## src/rtl/s2_pipe.sv

```systemverilog
// s2_pipe: per-lane S2-style four-way select feeding a DEPTH-stage valid pipeline
// with a saturating delivered-word counter. Optional OUT_PAR via `S2_PIPE_PARITY_EN.
module s2_pipe #(
  parameter int WIDTH = 8,
  parameter int DEPTH = 2,
  parameter int CNT_W = 8
) (
  input  logic             CLK,
  input  logic             CLR,
  input  logic             EN,
  input  logic             IN_VALID,
  input  logic [WIDTH-1:0] D0,
  input  logic [WIDTH-1:0] D1,
  input  logic [WIDTH-1:0] D2,
  input  logic [WIDTH-1:0] D3,
  input  logic [WIDTH-1:0] A1,
  input  logic [WIDTH-1:0] B1,
  input  logic [WIDTH-1:0] A0,
  input  logic [WIDTH-1:0] B0,
  output logic [WIDTH-1:0] OUT,
  output logic             OUT_VALID,
  output logic [CNT_W-1:0] OUT_CNT
`ifdef S2_PIPE_PARITY_EN
  ,
  output logic             OUT_PAR
`endif
);

  logic [WIDTH-1:0] s1_s;
  logic [WIDTH-1:0] s0_s;
  logic [WIDTH-1:0] mux_s;
  logic [WIDTH-1:0] data_q [DEPTH];
  logic [WIDTH-1:0] data_d [DEPTH];
  logic [DEPTH-1:0] valid_q;
  logic [DEPTH-1:0] valid_d;
  logic [CNT_W-1:0] cnt_q;
  logic [CNT_W-1:0] cnt_d;

  assign s1_s = A1 | B1;
  assign s0_s = A0 & B0;

  // Per-lane select: {S1,S0} picks D0..D3 independently in every lane
  always_comb begin
    mux_s = '0;
    for (int i = 0; i < WIDTH; i++) begin
      case ({s1_s[i], s0_s[i]})
        2'b00:   mux_s[i] = D0[i];
        2'b01:   mux_s[i] = D1[i];
        2'b10:   mux_s[i] = D2[i];
        2'b11:   mux_s[i] = D3[i];
        default: mux_s[i] = D0[i];
      endcase
    end
  end

  always_comb begin
    data_d  = data_q;
    valid_d = valid_q;
    cnt_d   = cnt_q;
    if (EN) begin
      data_d[0]  = mux_s;
      valid_d[0] = IN_VALID;
      for (int k = 1; k < DEPTH; k++) begin
        data_d[k]  = data_q[k-1];
        valid_d[k] = valid_q[k-1];
      end
      // valid_d of the last stage is exactly the word being delivered to OUT
      if (valid_d[DEPTH-1] && (cnt_q != {CNT_W{1'b1}})) begin
        cnt_d = cnt_q + CNT_W'(1);
      end else begin
        cnt_d = cnt_q;
      end
    end else begin
      data_d  = data_q;
      valid_d = valid_q;
      cnt_d   = cnt_q;
    end
  end

  always_ff @(posedge CLK) begin
    if (CLR) begin
      for (int k = 0; k < DEPTH; k++) begin
        data_q[k] <= '0;
      end
      valid_q <= '0;
      cnt_q   <= '0;
    end else begin
      data_q  <= data_d;
      valid_q <= valid_d;
      cnt_q   <= cnt_d;
    end
  end

  assign OUT       = data_q[DEPTH-1];
  assign OUT_VALID = valid_q[DEPTH-1];
  assign OUT_CNT   = cnt_q;

`ifdef S2_PIPE_PARITY_EN
  logic [DEPTH-1:0] par_q;
  logic [DEPTH-1:0] par_d;

  function automatic logic parity_f(input logic [WIDTH-1:0] word);
    return ^word;
  endfunction

  // Parity is taken at the mux and rides alongside its data word
  always_comb begin
    par_d = par_q;
    if (EN) begin
      par_d[0] = parity_f(mux_s);
      for (int k = 1; k < DEPTH; k++) begin
        par_d[k] = par_q[k-1];
      end
    end else begin
      par_d = par_q;
    end
  end

  always_ff @(posedge CLK) begin
    if (CLR) begin
      par_q <= '0;
    end else begin
      par_q <= par_d;
    end
  end

  assign OUT_PAR = par_q[DEPTH-1];
`endif

endmodule

```

## config.mk

```make
export PLATFORM = sky130hd
export DESIGN_NAME = s2_pipe
export DESIGN_NICKNAME = d
export VERILOG_FILES = /design/src/rtl/s2_pipe.sv
export SDC_FILE = /design/constraint.sdc
export NUM_CORES = 1
export LEC_CHECK = 0
export ABC_AREA = 1
export CAP_MARGIN = 20
export CORE_AREA = 2 2 66 68
export DETAILED_ROUTE_END_ITERATION = 6
export DIE_AREA = 0 0 68 70
export PLACE_DENSITY = 0.88
export SYNTH_ARGS = -nofsm -noshare
export SYNTH_HDL_FRONTEND = slang
export SYNTH_SLANG_ARGS = --single-unit
```

## constraint.sdc

```tcl
create_clock -name CLK -period 1.6 [get_ports CLK]
set_input_delay 0.32 -clock CLK [delete_from_list [all_inputs] [get_ports CLK]]
set_output_delay 0.32 -clock CLK [all_outputs]
set_load 0.01 [all_outputs]
```

# Word level (Yosys, flattened, before mapping)

Cells that the tools add are included.

Word-level logic and storage cells: 50
Bits in registers: 26
Input port bits: 68
Output and inout port bits: 17

Mux-type cells: 8
Equal/unequal tests: 25
Add/subtract/negate cells: 1
Bitwise operators: 2
Reduce and logical (&&, ||, !) cells: 10

Operator list:

| cell                                                | count |
|---|---|
| equality test 2 bit, second input constant          | 16 |
| case mux 1 bit (4 select lines)                     | 8 |
| equality test 2 x 1 -> 1 bit, second input constant | 8 |
| zero test 2 bit                                     | 8 |
| adder 8 x 1 -> 8 bit, second input constant         | 1 |
| AND 8 bit                                           | 1 |
| != test 8 bit, second input constant                | 1 |
| bitwise OR 8 bit                                    | 1 |
| AND reduction 2 bit                                 | 1 |
| logical AND 1 bit                                   | 1 |

# Longest topological paths before layout

Depth in word-level cells: 3
Mapped depth: 8
Gate-level depth less buffers: 8

# Worst setup path after synthesis

OpenSTA, ideal clock, no wires.

Path type: register -> register
From: register cnt_q[0] (netlist: OUT_CNT[0])
To: register cnt_q[7] (netlist: OUT_CNT[7])
Cell stages (with the launch flop): 9
Setup slack: 314 ps
Data required time: 1487 ps
Clock period less this slack: 1286 ps
Path buffers: 0
Setup time: 113 ps
Data arrival time: 1173 ps
Cell sequence: dfxtp_1 > ha_1 > nand2_2 > nor2_4 > nand2_4 > nand2_4 > nor2_1 > nor2_1 > nor2_1

Cells in the longest elaborated chain, start to end: 3
Elaborated cells on any way between the ends: 4
Those cells by class: 1 x add/sub; 1 x eq/ne; 2 x reduce/logical

RTL lines:

| what                                                         | line | source |
|---|---|---|
| start, declared                                              | 36   | `logic [CNT_W-1:0] cnt_q;` |
| start signal, assigned                                       | 90   | `cnt_q <= cnt_d;` |
| branches (longest 3 deep; another with adder 8 x 1 -> 8 bit) | --   |  |

Parallel ways; which one is timed is not known.
A chain may end at the register's enable or synchronous reset.

# Final worst setup path

From: register cnt_q[6] (netlist: OUT_CNT[6])
To: output port OUT_CNT[6]

RTL lines:

| what          | line | source |
|---|---|---|
| end, declared | 22   | `output logic [CNT_W-1:0] OUT_CNT` |

No word-level cell between the ends.

==> flow_summary.yaml <==
clocking:
  post_cts_buffers: 0
  cts_buffer_depth: 2
  clk_latency_ns: 0.27
  path_clk_slew_ns: 0.09
  hold_buffers: 0
  cts-htree-levels: 1
  cts_tree: "done"
  cts_buffers: 3
  ctsRootBufferMaster: "clkbuf_8"
  cts.sinks: 26
drt:
  first_pass_iters: 4
  drt-initial-drc-count: 63
  routed_wirelength_um: 3700
  drc: 0
  vias_per_cell: 4.77
  met1_length_um: 1420
  routed-wl-met2_um: 1970
  highest_layer: "met4"
  wire_per_inst_um: 10.5
  met3_length_um: 285
  ant_nets: 0
  num_vias: 1684
sta:
  finClkSkew_ns: 0.00282
  hold_viol: 0
  worst_pin_slew_ns: 0.363
  slew_violations: 0
  rsz0062_at_grt: "false"
  slew_headroom_pct: 75.8
  fmax_mhz: 641
  fin_setup_tns_ns: 0
  fin_crit_sh_pct: 97.6
  setup_viol: 0
  min_period_ns: 1.56
synthesis:
  seq_area_frac_synth_pct: 35.5
  syn-num-nets: 293
  synth_top_area_share_pct: 35.5
  synth.area.top_cells: "dfxtp_1 35%, nand2_1 14%, nand3_1 13%"
  synthAdderAreaFrac_pct: 0.853
  synth_edf_count: 0
  synth-compound-area-share_pct: 10.5
  syn_area_per_cell_um2: 6.55
  synth_area_leader_cell: "dfxtp_1"
  async_flop_share_pct: 0
  syn_area_mm2: 0.00147
  synth_mux_area_share_pct: 0
  syn_inst: 224
  synth_cell_types: 25
  yosysWarnings: 0
  ys_ff_latch: 26
  synthSimpleGateAreaFrac_pct: 42.3
  ys.flop_type: "dfxtp_1"
  synth_xor_area_share_pct: 0.597
  synth_top_family_by_area: "simple AND/OR/NAND/NOR gates"
job:
  cap_violations: 0
floorplan:
  die_x_um: 68
  fp-row-count: 24
  die_area_mm2: 0.00476
  die_y_um: 70
  io_pins: 85
  placeableCoreArea_mm2: 0.00414
  initial_core_util_pct: 35.4
global_route:
  grt_pass1_wl_um: 6310
  antenna_found_initial: 0
  grt_util_all_layers_pct: 16.4
  overflow: 0
  grt_max_degree: 19
  grt_pass1_vias: 1602
setup_path:
  crit_required_ns: 1.28
  slowest_stage: "clkdlybuf4s50_1"
  crit_start: "OUT_CNT[6]$_SDFFE_PP0P_"
  critPathTopFamily: "buffers and inverters"
  worstSetupEndpointType: "primary output"
  path_class: "reg -> out"
  crit_arrival_ns: 1.24
  crit_chain: "clkdlybuf4s50_1"
  crit_buf_inv: 1
  worstReg2RegStart: "OUT_CNT[0]$_SDFFE_PP0P_"
  crit_path_start_kind: "flip-flop"
  slowest_delay_ns: 0.56
  critPathMaxFanout: 5
placement:
  io_buffers: 84
  place_area_mm2: 0.00230
  place_hpwl_um: 3020
  routabilityCongestion: 0.767
run_status:
  status: "complete, no violations"
min_path:
  hp-class: "reg -> reg"
  min-delay-start: "data_q[13]$_SDFFE_PP0P_"
cells_and_area:
  final_common_cell: "clkdlybuf4s50_1"
  syn_to_final_growth_pct: 60.8
  finalInstanceArea_mm2: 0.00236
  layout_common_cells: "84 x clkdlybuf4s50_1, 53 x nand2_1, 39 x nand3_1"
  final_nets: 371
  n_antenna_cell: 0
  drive_above_1_share_pct: 7.31
pwr:
  power_density_mw_per_mm2: 618
  ir_worst_vdd_mv: 0.587
  power.leakage_uw: 0.000945
  p_total_uw: 1460
[cell usage after synthesis (2+ instances only)]
cell type and n:
nand2_1 53, nand3_1 39, nor2_1 36, dfxtp_1 26
a21oi_1 20, inv_1 10, buf_4 9, o21ai_0 9
nand4_1 3, buf_2 2, nand2_2 2, nand2_4 2
[final timing paths]
check	end	slack [ns]	cells after the start
min reg2reg	data_q[13]$_SDFFE_PP0P_	0.47	2
min	data_q[13]$_SDFFE_PP0P_	0.47	2
max	OUT_CNT[6]	0.04	1
max reg2reg	OUT_CNT[7]$_SDFFE_PP0P_	0.31	8
[per-stage QoR]
step / util (%) / hold slack [ns] / std cells / worst slack (ns)
finish: 56.9 / 0.467 / 353 / 0.0391
global placement: 55.5 / 0.453 / 349 / 0.119
detailed placement: 55.5 / 0.456 / 349 / 0.0681
CTS: 56.8 / 0.469 / 353 / 0.0161
global route: 56.9 / 0.492 / 353 / 0.00232
floorplan: - / 0.389 / 224 / 0.314
[metal layers]
| layer | track usage [%] | up-vias |
|---|---|---|
| li1 | - | 885 |
| met1 | 16.3 | 736 |
| met2 | 32.8 | 61 |
| met3 | 4.99 | 2 |
| met4 | 1.33 | 0 |
| met5 | 0 | - |
[kinds of logic after synthesis]
family | Yosys count
flops | 26
compound gates | 30
simple gates | 139
buf+inv | 27
fa+ha+maj | 1
xor+xnor | 1
[power by group]
group,switching (µW),internal [µW]
combinational,126,220
clock,197,220
sequential,17.2,678
[what timing repair did]
item,4_1_cts,5_1_grt
gates resized for setup,1,3
pin swaps,0,0
endpoints found under the setup margin,1,3
gates cloned,0,0
[state kept, by name (all words and copies together) (netlist names)]
name	cells
data_q	8
OUT_CNT	8
valid_q	2
OUT	8
[layout make-up]
cell class              count  area (µm²)
clock buffers               4        55.1
fillers                   403        1790
inverters                  13        53.8
multi-input cells         171         796
flip-flops and latches     26         526
well taps                  52        65.1
repair buffers             87         863
(Power assumes the default switching activity.)
